==> src/rtl/fast_control_rx.sv <==
// Fast-control receiver: per-byte Hamming(8,4) SECDED decode, command pulses,
// local BX counter with BCR-based lock tracking and saturating error counters.
module fast_control_rx #(
  parameter int LOCK_COUNT = 3,
  parameter int CNT_W      = 16
) (
  input  logic             clk_bx,
  input  logic             reset,
  input  logic [15:0]      fc_stream_enc,
  input  logic [11:0]      orb_length,
  input  logic             cnt_clear,
  output logic             bcr,
  output logic             l1a,
  output logic             link_reset,
  output logic             buffer_clear,
  output logic             calib_start,
  output logic [11:0]      bx_id,
  output logic             locked,
  output logic [CNT_W-1:0] sec_count,
  output logic [CNT_W-1:0] ded_count,
  output logic [31:0]      l1a_count,
  output logic [15:0]      misalign_count
);

  localparam int SC_W = (LOCK_COUNT < 2) ? 1 : $clog2(LOCK_COUNT + 1);

  typedef enum logic [1:0] {ST_UNSYNC, ST_SYNCING, ST_LOCKED} state_t;

  // Returns {ded, sec, data[3:0]} for one {p_all,p3,p2,p1,d3,d2,d1,d0} byte.
  function automatic logic [5:0] hamming_decode(input logic [7:0] b);
    logic [2:0] syn;
    logic       par_bad;
    logic [3:0] d;
    syn[0]  = b[4] ^ b[0] ^ b[1] ^ b[3];
    syn[1]  = b[5] ^ b[0] ^ b[2] ^ b[3];
    syn[2]  = b[6] ^ b[1] ^ b[2] ^ b[3];
    par_bad = ^b;
    d       = b[3:0];
    if (par_bad) begin
      case (syn)
        3'd3:    d[0] = ~d[0];
        3'd5:    d[1] = ~d[1];
        3'd6:    d[2] = ~d[2];
        3'd7:    d[3] = ~d[3];
        default: d    = d;
      endcase
    end else begin
      d = d;
    end
    return {(~par_bad) & (syn != 3'd0), par_bad, d};
  endfunction

  function automatic logic [CNT_W-1:0] sat_add(input logic [CNT_W-1:0] v, input logic [1:0] inc);
    logic [CNT_W:0] sum;
    sum = {1'b0, v} + {{(CNT_W-1){1'b0}}, inc};
    return sum[CNT_W] ? {CNT_W{1'b1}} : sum[CNT_W-1:0];
  endfunction

  logic [15:0]      r_enc;
  logic             r_bcr, r_l1a, r_link_reset, r_buffer_clear, r_calib, r_bit5_prev;
  logic [11:0]      r_bx;
  logic             r_locked;
  logic [CNT_W-1:0] r_sec, r_ded;
  logic [31:0]      r_l1a_cnt;
  logic [15:0]      r_misalign;
  state_t           r_state, w_state_nxt;
  logic [SC_W-1:0]  r_sync_cnt, w_sync_cnt_nxt;
  logic             w_misalign;

  logic [5:0]  w_lo, w_hi;
  logic        w_ded;
  logic [7:0]  w_fc;
  logic [1:0]  w_sec_inc;
  logic [11:0] w_bx_inc, w_bx_free;
  logic        w_bx_wrap;

  assign w_lo      = hamming_decode(r_enc[7:0]);
  assign w_hi      = hamming_decode(r_enc[15:8]);
  assign w_ded     = w_lo[5] | w_hi[5];
  assign w_fc      = w_ded ? 8'h00 : {w_hi[3:0], w_lo[3:0]};
  assign w_sec_inc = w_ded ? 2'd0 : ({1'b0, w_lo[4]} + {1'b0, w_hi[4]});
  // A BCR is correctly placed when the free-running counter is about to wrap.
  assign w_bx_inc  = r_bx + 12'd1;
  assign w_bx_wrap = (w_bx_inc == orb_length);
  assign w_bx_free = w_bx_wrap ? 12'd0 : w_bx_inc;

  // Lock state machine next-state; misplacement only has meaning once a reference exists.
  always_comb begin
    w_state_nxt    = r_state;
    w_sync_cnt_nxt = r_sync_cnt;
    w_misalign     = 1'b0;
    case (r_state)
      ST_UNSYNC: begin
        if (r_bcr) begin
          w_state_nxt    = (LOCK_COUNT <= 1) ? ST_LOCKED : ST_SYNCING;
          w_sync_cnt_nxt = SC_W'(1);
        end else begin
          w_sync_cnt_nxt = '0;
        end
      end
      ST_SYNCING: begin
        if (r_bcr && w_bx_wrap) begin
          if (r_sync_cnt >= SC_W'(LOCK_COUNT - 1)) begin
            w_state_nxt = ST_LOCKED;
          end else begin
            w_sync_cnt_nxt = r_sync_cnt + SC_W'(1);
          end
        end else if (r_bcr) begin
          w_state_nxt    = ST_UNSYNC;
          w_sync_cnt_nxt = '0;
          w_misalign     = 1'b1;
        end else begin
          w_state_nxt = ST_SYNCING;
        end
      end
      ST_LOCKED: begin
        if (r_bcr && !w_bx_wrap) begin
          w_state_nxt    = ST_UNSYNC;
          w_sync_cnt_nxt = '0;
          w_misalign     = 1'b1;
        end else if (!r_bcr && w_bx_wrap) begin
          w_state_nxt    = ST_UNSYNC;
          w_sync_cnt_nxt = '0;
        end else begin
          w_state_nxt = ST_LOCKED;
        end
      end
      default: begin
        w_state_nxt    = ST_UNSYNC;
        w_sync_cnt_nxt = '0;
      end
    endcase
  end

  // Pipeline, command pulses, BX counter and lock state.
  always_ff @(posedge clk_bx) begin
    if (reset) begin
      r_enc          <= 16'h0000;
      r_bcr          <= 1'b0;
      r_l1a          <= 1'b0;
      r_link_reset   <= 1'b0;
      r_buffer_clear <= 1'b0;
      r_calib        <= 1'b0;
      r_bit5_prev    <= 1'b0;
      r_bx           <= 12'd0;
      r_state        <= ST_UNSYNC;
      r_sync_cnt     <= '0;
      r_locked       <= 1'b0;
    end else begin
      r_enc          <= fc_stream_enc;
      r_bcr          <= w_fc[0];
      r_l1a          <= w_fc[1];
      r_link_reset   <= w_fc[2];
      r_buffer_clear <= w_fc[3];
      r_calib        <= w_fc[5] & ~r_bit5_prev;
      r_bit5_prev    <= w_fc[5];
      r_bx           <= r_bcr ? 12'd0 : w_bx_free;
      r_state        <= w_state_nxt;
      r_sync_cnt     <= w_sync_cnt_nxt;
      r_locked       <= (w_state_nxt == ST_LOCKED);
    end
  end

  // Counters; a clear wins over any increment in the same cycle.
  always_ff @(posedge clk_bx) begin
    if (reset || cnt_clear) begin
      r_sec      <= '0;
      r_ded      <= '0;
      r_l1a_cnt  <= 32'd0;
      r_misalign <= 16'd0;
    end else begin
      r_sec      <= sat_add(r_sec, w_sec_inc);
      r_ded      <= sat_add(r_ded, {1'b0, w_ded});
      r_l1a_cnt  <= r_l1a_cnt + {31'd0, r_l1a & r_locked};
      r_misalign <= r_misalign + {15'd0, w_misalign};
    end
  end

  assign bcr            = r_bcr;
  assign l1a            = r_l1a;
  assign link_reset     = r_link_reset;
  assign buffer_clear   = r_buffer_clear;
  assign calib_start    = r_calib;
  assign bx_id          = r_bx;
  assign locked         = r_locked;
  assign sec_count      = r_sec;
  assign ded_count      = r_ded;
  assign l1a_count      = r_l1a_cnt;
  assign misalign_count = r_misalign;

endmodule

==> config.mk <==
export PLATFORM = sky130hd
export DESIGN_NAME = fast_control_rx
export DESIGN_NICKNAME = d
export VERILOG_FILES = /design/src/rtl/fast_control_rx.sv
export SDC_FILE = /design/constraint.sdc
export NUM_CORES = 1
export LEC_CHECK = 0
export CAP_MARGIN = 25
export CORE_ASPECT_RATIO = 0.9
export CORE_MARGIN = 5
export CORE_UTILIZATION = 55
export CTS_CLUSTER_DIAMETER = 50
export DETAILED_ROUTE_END_ITERATION = 8
export PLACE_DENSITY = 0.86
export SYNTH_ARGS = -nofsm -noshare
export SYNTH_HDL_FRONTEND = slang
export SYNTH_SLANG_ARGS = --single-unit
export TNS_END_PERCENT = 100
==> constraint.sdc <==
create_clock -name clk_bx -period 9.84 [get_ports clk_bx]
set_input_delay 1.968 -clock clk_bx [delete_from_list [all_inputs] [get_ports clk_bx]]
set_output_delay 1.968 -clock clk_bx [all_outputs]
set_load 0.01 [all_outputs]
* After elaboration in Yosys (flattened, before gate mapping)
Cells that the tools add are included.
** Storage, ports and cells
- Flip-flop bits (word level) :: 119
- Bits of input ports :: 31
- Output and inout bits :: 98
- Word-level logic and storage cells :: 112
** Cells by class
- Add/subtract/negate cells :: 7
- $lt $le $gt $ge :: 1
- Equal/unequal tests :: 13
- Mux-type cells :: 30
- Bitwise gates (word level) :: 32
- Reductions and logical operators :: 14
** Operator list (number)
- 32-bit by 1-bit adder with 32-bit output :: 1
- 16-bit 2-to-1 mux :: 2
- 2-bit 2-to-1 mux :: 12
- 1-bit XOR :: 18
- 16-bit by 1-bit adder with 17-bit output :: 1
- 16-bit by 2-bit adder with 17-bit output :: 1
- 16-bit by 1-bit adder with 16-bit output :: 1
- 8-bit XOR reduction :: 2
- 12-bit by 1-bit adder with 12-bit output, second input constant :: 1
- 12-bit == test :: 1
- 3-bit == test, second input constant :: 4
- 2-bit case mux with 3 select lines :: 2
- 1-bit 2-to-1 mux :: 11
- 3-bit != test, second input constant :: 3
- 1-bit inverter :: 9
- 3-bit by 2-bit == test with 1-bit output, second input constant :: 2
- 6-bit 2-to-1 mux :: 1
- 3-bit nonzero test :: 2
- 1-bit bitwise AND :: 4
- 2-bit == test, second input constant :: 2
- 4-bit 2-to-1 mux :: 1
- 1-bit logical AND :: 3
- 3-bit AND reduction :: 1
- 3-bit OR reduction :: 1
- 10 further kinds :: 11

* Depth between registers and ports, before layout
Gate-level depths: netlist (run 1).
- Depth after elaboration :: 9
- Depth in mapped cells :: 16
- Depth with buffers taken out :: 15

* Worst setup path after synthesis (run 1)
No wires, ideal clock.
- Kind :: input-to-reg
- Start point :: in orb_length[9]
- End point :: reg r_misalign[15], in the netlist misalign_count[15]
- Setup time :: 0.128 ns
- Arrival :: 4.405 ns
- Data required time :: 9.712 ns
- Slack :: 5.308 ns
- Stages on the path :: 14
- Buffers on the path :: 1
- Cells stage by stage :: and2b_1 > a2111oi_4 > o2111ai_2 > nor4_4 > buf_6 > inv_2 > ha_1 > o211a_1 > ha_1 > and3_1 > and3_1 > nand3_1 > xor2_1 > nor2_1
** Between the ends
- Cells in the longest elaborated chain, start to end :: 6
- Elaborated cells between the ends (all ways) :: 8
- Those cells by class :: 1 x add/sub; 1 x eq/ne; 3 x mux; 3 x reduce/logical
** Ends and longest elaborated chain
- start: declaration :: RTL line 10 : input logic [11:0] orb_length,
- 12-bit == test * :: RTL line 84 : assign w_bx_wrap = (w_bx_inc == orb_length);
- 1-bit logical NOT :: RTL line 117 : if (r_bcr && !w_bx_wrap) begin
- 1-bit logical AND :: RTL line 117
- 1-bit 2-to-1 mux :: RTL line 117
- 1-bit case mux with 2 select lines * :: RTL line 92 : case (r_state)
- 16-bit by 1-bit adder with 16-bit output * :: RTL line 175 : r_misalign <= r_misalign + {15'd0, w_misalign};
- end signal: assignment :: RTL line 175
- end: declaration :: RTL line 65 : logic [15:0] r_misalign;
Every way passes the cells marked *; elsewhere a longest branch is shown, timed or not.
A chain may end at the register's enable or synchronous reset.

* Final worst setup path (run 1)
Same ends and word-level chain as after synthesis.

==> flow_summary.yaml, run 1 <==
floorplanning:
  io_pins: 129
  die_h_um: 107
  coreArea_um2: 10200
  dieArea_um2: 12700
  die_w_um: 118
  start_util: 0.565
  row_count: 35
drt:
  finalWirelength_mm: 13.9
  wl_per_cell_um: 15.7
  route.met3.wl_um: 712
  num_vias: 4852
  firstDrtPassIters: 5
  route.antenna.remaining_nets: 0
  highest_layer: "met4"
  wl_met2_mm: 7.19
  drc: 0
  avgViaCountPerCell: 5.48
  wl_met1_mm: 5.78
  drt_iter0_markers: 300
cts:
  ctsHoldBuffers: 0
  path_clk_slew_ns: 0.06
  cts_root_buf: "clkbuf_16"
  cts_buffers: 17
  clkLatencyLatePin_ns: 0.41
  cts_resized: 0
  cts_tree: "done"
  cts_max_level: 4
  clock_path_buffers: 2
  cts.sinks: 119
  post_cts_buffers: 0
worst_setup_path:
  crit_slowest_cell: "nor4_4"
  path_cells: "clkdlybuf4s50_1 > and2b_1 > a2111oi_4 > o2111ai_2 > nor4_4 > inv_2 > ha_1 > o211a_1 > ha_1 > and3_1 > and3_1 > nand3_1 > xor2_1 > nor2_1"
  startpoint_type: "input pin"
  r2r_cells: 15
  r2r-start: "bx_id[0]$_SDFF_PP0_"
  critPathArrivalTime_ns: 5.42
  ff2ff_setup_slack_ns: 5.92
  cp-end-kind: "flip-flop"
  critical_path_class: "in2reg"
  cpPeakStageDelay_ns: 0.85
  r2r-end: "misalign_count[15]$_SDFF_PP0_"
  crit_fanout: 15
  cp.required_ns: 10.11
pwr:
  clkPwrFrac: 0.486
  seq_power_share: 0.410
  switching_share: 0.251
  p_sw_uw: 312
  pwr_density_cell_nw_per_um2: 161
  leakage_uw: 0.00280
  p_int_uw: 932
  peakVddDrop_mv: 0.117
  combPwrFrac: 0.105
placement:
  dpl.hpwl_mm: 9.69
  place_ws_ns: 4.29
  gp_congestion: 0.900
  place.port_buffers: 128
timing:
  rsz0062_at_grt: "false"
  fin_crit_ns: 5.15
  period_share: 0.523
  skew_ns: 0.0154
  setup_viol_count_final: 0
  final_hold_viol_count: 0
  finalSetupTns_ns: 0
  slew-limit-headroom: 0.327
  fin_ws_ns: 4.69
  tightest_slew_ns: 1.00
  slew_violations: 0
  clock.fmax_mhz: 194
final_layout:
  final_cell_mix: "clkdlybuf4s50_1, dfxtp_1, nor2_1"
  nets: 794
  diodes: 0
  area_growth_pct: 33.6
  final_common_cell: "clkdlybuf4s50_1"
  final_layout_size_suffix_gt1_frac: 0.0847
  fillers: 731
worst_hold_path:
  min_path_cells: 1
  holdCritStartpoint: "r_bit5_prev$_SDFF_PP0_"
  holdPathEnd: "calib_start$_SDFF_PP0_"
  hold_path_class: "reg2reg"
status:
  status: "finished clean"
synth:
  syn-num-nets: 664
  synth-seq-area-share: 0.412
  synth-main-ff-cell: "dfxtp_1"
  yosysUniqueCellTypes: 57
  async_flop_share: 0
  syn_area_um2: 5790
  yosysWarnings: 0
  synth_edf_count: 0
  syn_inst: 613
  avgSynthCellArea_um2: 9.44
  synth_seq_cells: 119
global_route:
  grt_usage: 0.223
  grt_max_degree: 74
  grt_pass1_wl_mm: 23.6
  grt_pass1_vias: 4945
  antenna_found_initial: 0
  gr-total-overflow: 0
job:
  drv_cap: 0
[per-layer routing]
layer  GRT usage  up-vias
li1            -     2364
met1       0.259     2331
met2       0.393      138
met3      0.0568       19
met4      0.0885        0
met5           0        -
[per-stage QoR]
stage / utilization / hold WS (ns) / cells / cell area [µm²] / total power [µW]
after floorplan: - / 0.390 / 613 / 5790 / 604
after global placement: 0.698 / 0.409 / 853 / 7150 / 643
after detailed placement: 0.698 / 0.405 / 853 / 7150 / 648
after CTS: 0.754 / 0.417 / 885 / 7730 / 1250
after global routing: 0.754 / 0.437 / 885 / 7730 / 1290
final: 0.754 / 0.419 / 885 / 7730 / 1240
[cell type report]
class	count	area (µm²)	share of cell area
multi-input cells	457	3240	0.419
inverters	18	67.6	0.00874
flip-flops and latches	119	2380	0.308
clock buffers	18	429	0.0555
clock inverters	14	151	0.0196
well taps	129	161	0.0209
repair buffers	130	1300	0.168
[Yosys cell counts, types with 2 or more instances]
cell | count | share of area
nand4_1 | 17 | 0.018
nor4_1 | 4 | 0.0043
nand2_1 | 42 | 0.027
nor4_2 | 9 | 0.019
xnor3_1 | 6 | 0.023
inv_1 | 17 | 0.011
a21oi_1 | 39 | 0.034
clkbuf_1 | 12 | 0.0078
or3_1 | 5 | 0.0054
mux2i_1 | 4 | 0.0069
nor2_1 | 65 | 0.042
nor4_4 | 3 | 0.011
nor2b_1 | 19 | 0.021
buf_6 | 2 | 0.0039
xor2_1 | 56 | 0.085
xnor2_1 | 49 | 0.074
and4_1 | 6 | 0.0091
or2_2 | 3 | 0.0032
o21ai_0 | 8 | 0.0069
a21oi_2 | 2 | 0.0030
dfxtp_1 | 119 | 0.41
nand3_1 | 39 | 0.034
buf_2 | 2 | 0.0017
o211a_1 | 3 | 0.0052
and3_1 | 17 | 0.018
a211oi_1 | 4 | 0.0052
ha_1 | 19 | 0.041
and2_1 | 6 | 0.0065
nor3_1 | 4 | 0.0035
xnor2_2 | 2 | 0.0056
nor3_2 | 4 | 0.0069
[critical path, delay by kind of cell]
family                   cells  cell delay, ns
AND/OR/NAND/NOR              6            1.65
XOR/XNOR                     1            0.14
AO/OA/AOI/OAI                3            0.71
buffers and inverters        2            0.46
adder cells (fa/ha/maj)      2            0.46
[power groups by stage]
stage,logic (µW),registers (µW),clock network (µW)
global route,144,511,635
detailed placement,128,520,0
global placement,124,519,0
finish,130,510,604
CTS,131,510,609
floorplan,87.1,517,0
[logic make-up after synthesis]
family / Yosys count / share of synthesized area
AO/OA/AOI/OAI: 67 / 0.0750
AND/OR/NAND/NOR: 253 / 0.246
buffers and inverters: 37 / 0.0281
flip-flops: 119 / 0.412
XOR/XNOR: 113 / 0.188
adder cells (fa/ha/maj): 20 / 0.0446
multiplexers: 4 / 0.00692
[worst max path at each step]
| stage | to | start | slack [ns] | depth (start not counted) |
|---|---|---|---|---|
| after floorplan | misalign_count[15]$_SDFF_PP0_ | orb_length[9] | 5.31 | 14 |
| after detailed placement | misalign_count[15]$_SDFF_PP0_ | orb_length[9] | 4.29 | 14 |
| after global placement | misalign_count[15]$_SDFF_PP0_ | orb_length[9] | 4.41 | 14 |
| after global routing | misalign_count[15]$_SDFF_PP0_ | orb_length[9] | 4.42 | 14 |
| after CTS | misalign_count[15]$_SDFF_PP0_ | orb_length[9] | 4.70 | 14 |
| final | misalign_count[15]$_SDFF_PP0_ | orb_length[9] | 4.69 | 14 |
[flip-flops by register name, indices dropped and copies added (netlist names)]
name            cells
l1a_count          32
ded_count          16
misalign_count     16
r_enc              16
sec_count          16
bx_id              12
r_state             2
r_sync_cnt          2
bcr                 1
buffer_clear        1
calib_start         1
l1a                 1
link_reset          1
locked              1
r_bit5_prev         1
Note: power is estimated with default switching activity, not from simulation.
==> run 2: changes to the inputs <==
Settings changed: CORE_UTILIZATION 55 to 51, PLACE_DENSITY 0.86 to 0.81.
Clock period 9.84 ns to 4.8 ns, I/O delays scaled along.
==> run 2 against run 1 <==
Sequential cell count unchanged. Global-route usage decreased by 2.4 points. Highest routed layer unchanged. Critical path type is now reg2reg. Critical path depth decreased by 2. Largest power group unchanged. Final area increased by 0.47%.
==> flow_summary.yaml, run 2 (same netlist as run 1, synthesis figures left out) <==
status:
  status: "finished clean"
floorplanning:
  die_h_um: 111
  io_pins: 129
  coreArea_um2: 10900
  dieArea_um2: 13600
  row_count: 36
  die_w_um: 122
  start_util: 0.529
worst_setup_path:
  critPathArrivalTime_ns: 4.07
  crit_top_cell: "ha_1"
  critical_path_class: "reg2reg"
  cpPeakStageDelay_ns: 0.53
  startpoint_type: "flip-flop"
  cp.required_ns: 5.13
  critPathTopFamily: "simple AND/OR/NAND/NOR gates"
  cp-end-kind: "flip-flop"
  cp_num_buf_inv: 1
  crit_fanout: 12
  path_cells: "xnor3_1 > xnor2_2 > xnor2_1 > ha_1 > and2_1 > ha_1 > inv_1 > fa_1 > nor4_2 > nand2_1 > or2_1 > a21oi_1"
  crit_slowest_cell: "xnor3_1"
final_layout:
  final_layout_size_suffix_gt1_frac: 0.0872
  diodes: 0
  largest_register_ffs: 32
  fillers: 821
  final_util: 0.709
  final_cell_mix: "clkdlybuf4s50_1, dfxtp_1, nor2_1"
  area_growth_pct: 34.2
  nets: 795
  final_common_cell: "clkdlybuf4s50_1"
pwr:
  p_total_uw: 2540
  peakVddDrop_mv: 0.196
  pwr_density_cell_nw_per_um2: 327
  leakage_uw: 0.00282
timing:
  clock.fmax_mhz: 267
  fin_ws_ns: 1.06
  fin_crit_ns: 3.74
  fin_hold_ws_ns: 0.414
  skew_ns: 0.00867
  slew-limit-headroom: 0.378
  slew_violations: 0
  rsz0062_at_grt: "false"
  tightest_slew_ns: 0.934
  final_hold_viol_count: 0
  finalSetupTns_ns: 0
  period_share: 0.779
  setup_viol_count_final: 0
drt:
  drc: 0
  finalWirelength_mm: 13.3
  drt_iter0_markers: 287
  route.antenna.remaining_nets: 0
  wl_per_cell_um: 14.7
  firstDrtPassIters: 5
  avgViaCountPerCell: 5.31
  num_vias: 4823
placement:
  dpl.hpwl_mm: 9.63
  place_ws_ns: 0.819
  gp_congestion: 0.882
  place.port_buffers: 128
cts:
  ctsHoldBuffers: 0
  post_cts_buffers: 0
  cts_root_buf: "clkbuf_16"
  clkLatencyLatePin_ns: 0.41
  cts_tree: "done"
  path_clk_slew_ns: 0.06
  cts_max_level: 4
  cts_buffers: 17
  cts.sinks: 119
  cts_resized: 0
  clock_path_buffers: 2
job:
  drv_cap: 0
global_route:
  grt_max_degree: 51
  gr-total-overflow: 0
  antenna_found_initial: 0
  grt_pass1_vias: 4720
  grt_usage: 0.199
  grt_pass1_wl_mm: 22.2
worst_hold_path:
  hold_path_class: "reg2reg"
[run 2: final timing paths]
| path | from | endpoint | slack, ns | cells after the start |
|---|---|---|---|---|
| worst min-delay path | r_bit5_prev$_SDFF_PP0_ | calib_start$_SDFF_PP0_ | 0.41 | 1 |
| worst max-delay path | r_enc[3]$_SDFF_PP0_ | sec_count[13]$_SDFF_PP0_ | 1.06 | 12 |
| worst min register to register | r_bit5_prev$_SDFF_PP0_ | calib_start$_SDFF_PP0_ | 0.41 | 1 |
| worst max register to register | r_enc[3]$_SDFF_PP0_ | sec_count[13]$_SDFF_PP0_ | 1.06 | 12 |
[run 2: layout make-up]
| cell class | instances | area, µm² | share of cell area |
|---|---|---|---|
| multi-input cells | 457 | 3240 | 0.417 |
| flip-flops and latches | 119 | 2380 | 0.307 |
| inverters | 18 | 67.6 | 0.00870 |
| repair buffers | 131 | 1300 | 0.168 |
| clock inverters | 15 | 155 | 0.0200 |
| clock buffers | 17 | 425 | 0.0548 |
| well taps | 152 | 190 | 0.0245 |
[run 2: power breakdown]
part,switching (µW),total (µW),leakage [µW],internal (µW)
Clock,466,1230,0.000279,764
Combinational,135,266,0.00158,131
Sequential,31.1,1050,0.000964,1010
[run 2: layer usage]
metal,part of all wire,track usage
met1,0.42,0.242
met2,0.50,0.333
met3,0.066,0.0617
met4,0.015,0.0642
met5,0,0
[run 2: metrics by stage]
step	cells	cell area, µm²
floorplan	613	5790
finish	909	7760
detailed placement	877	7180
global placement	877	7180
global route	909	7760
CTS	909	7760
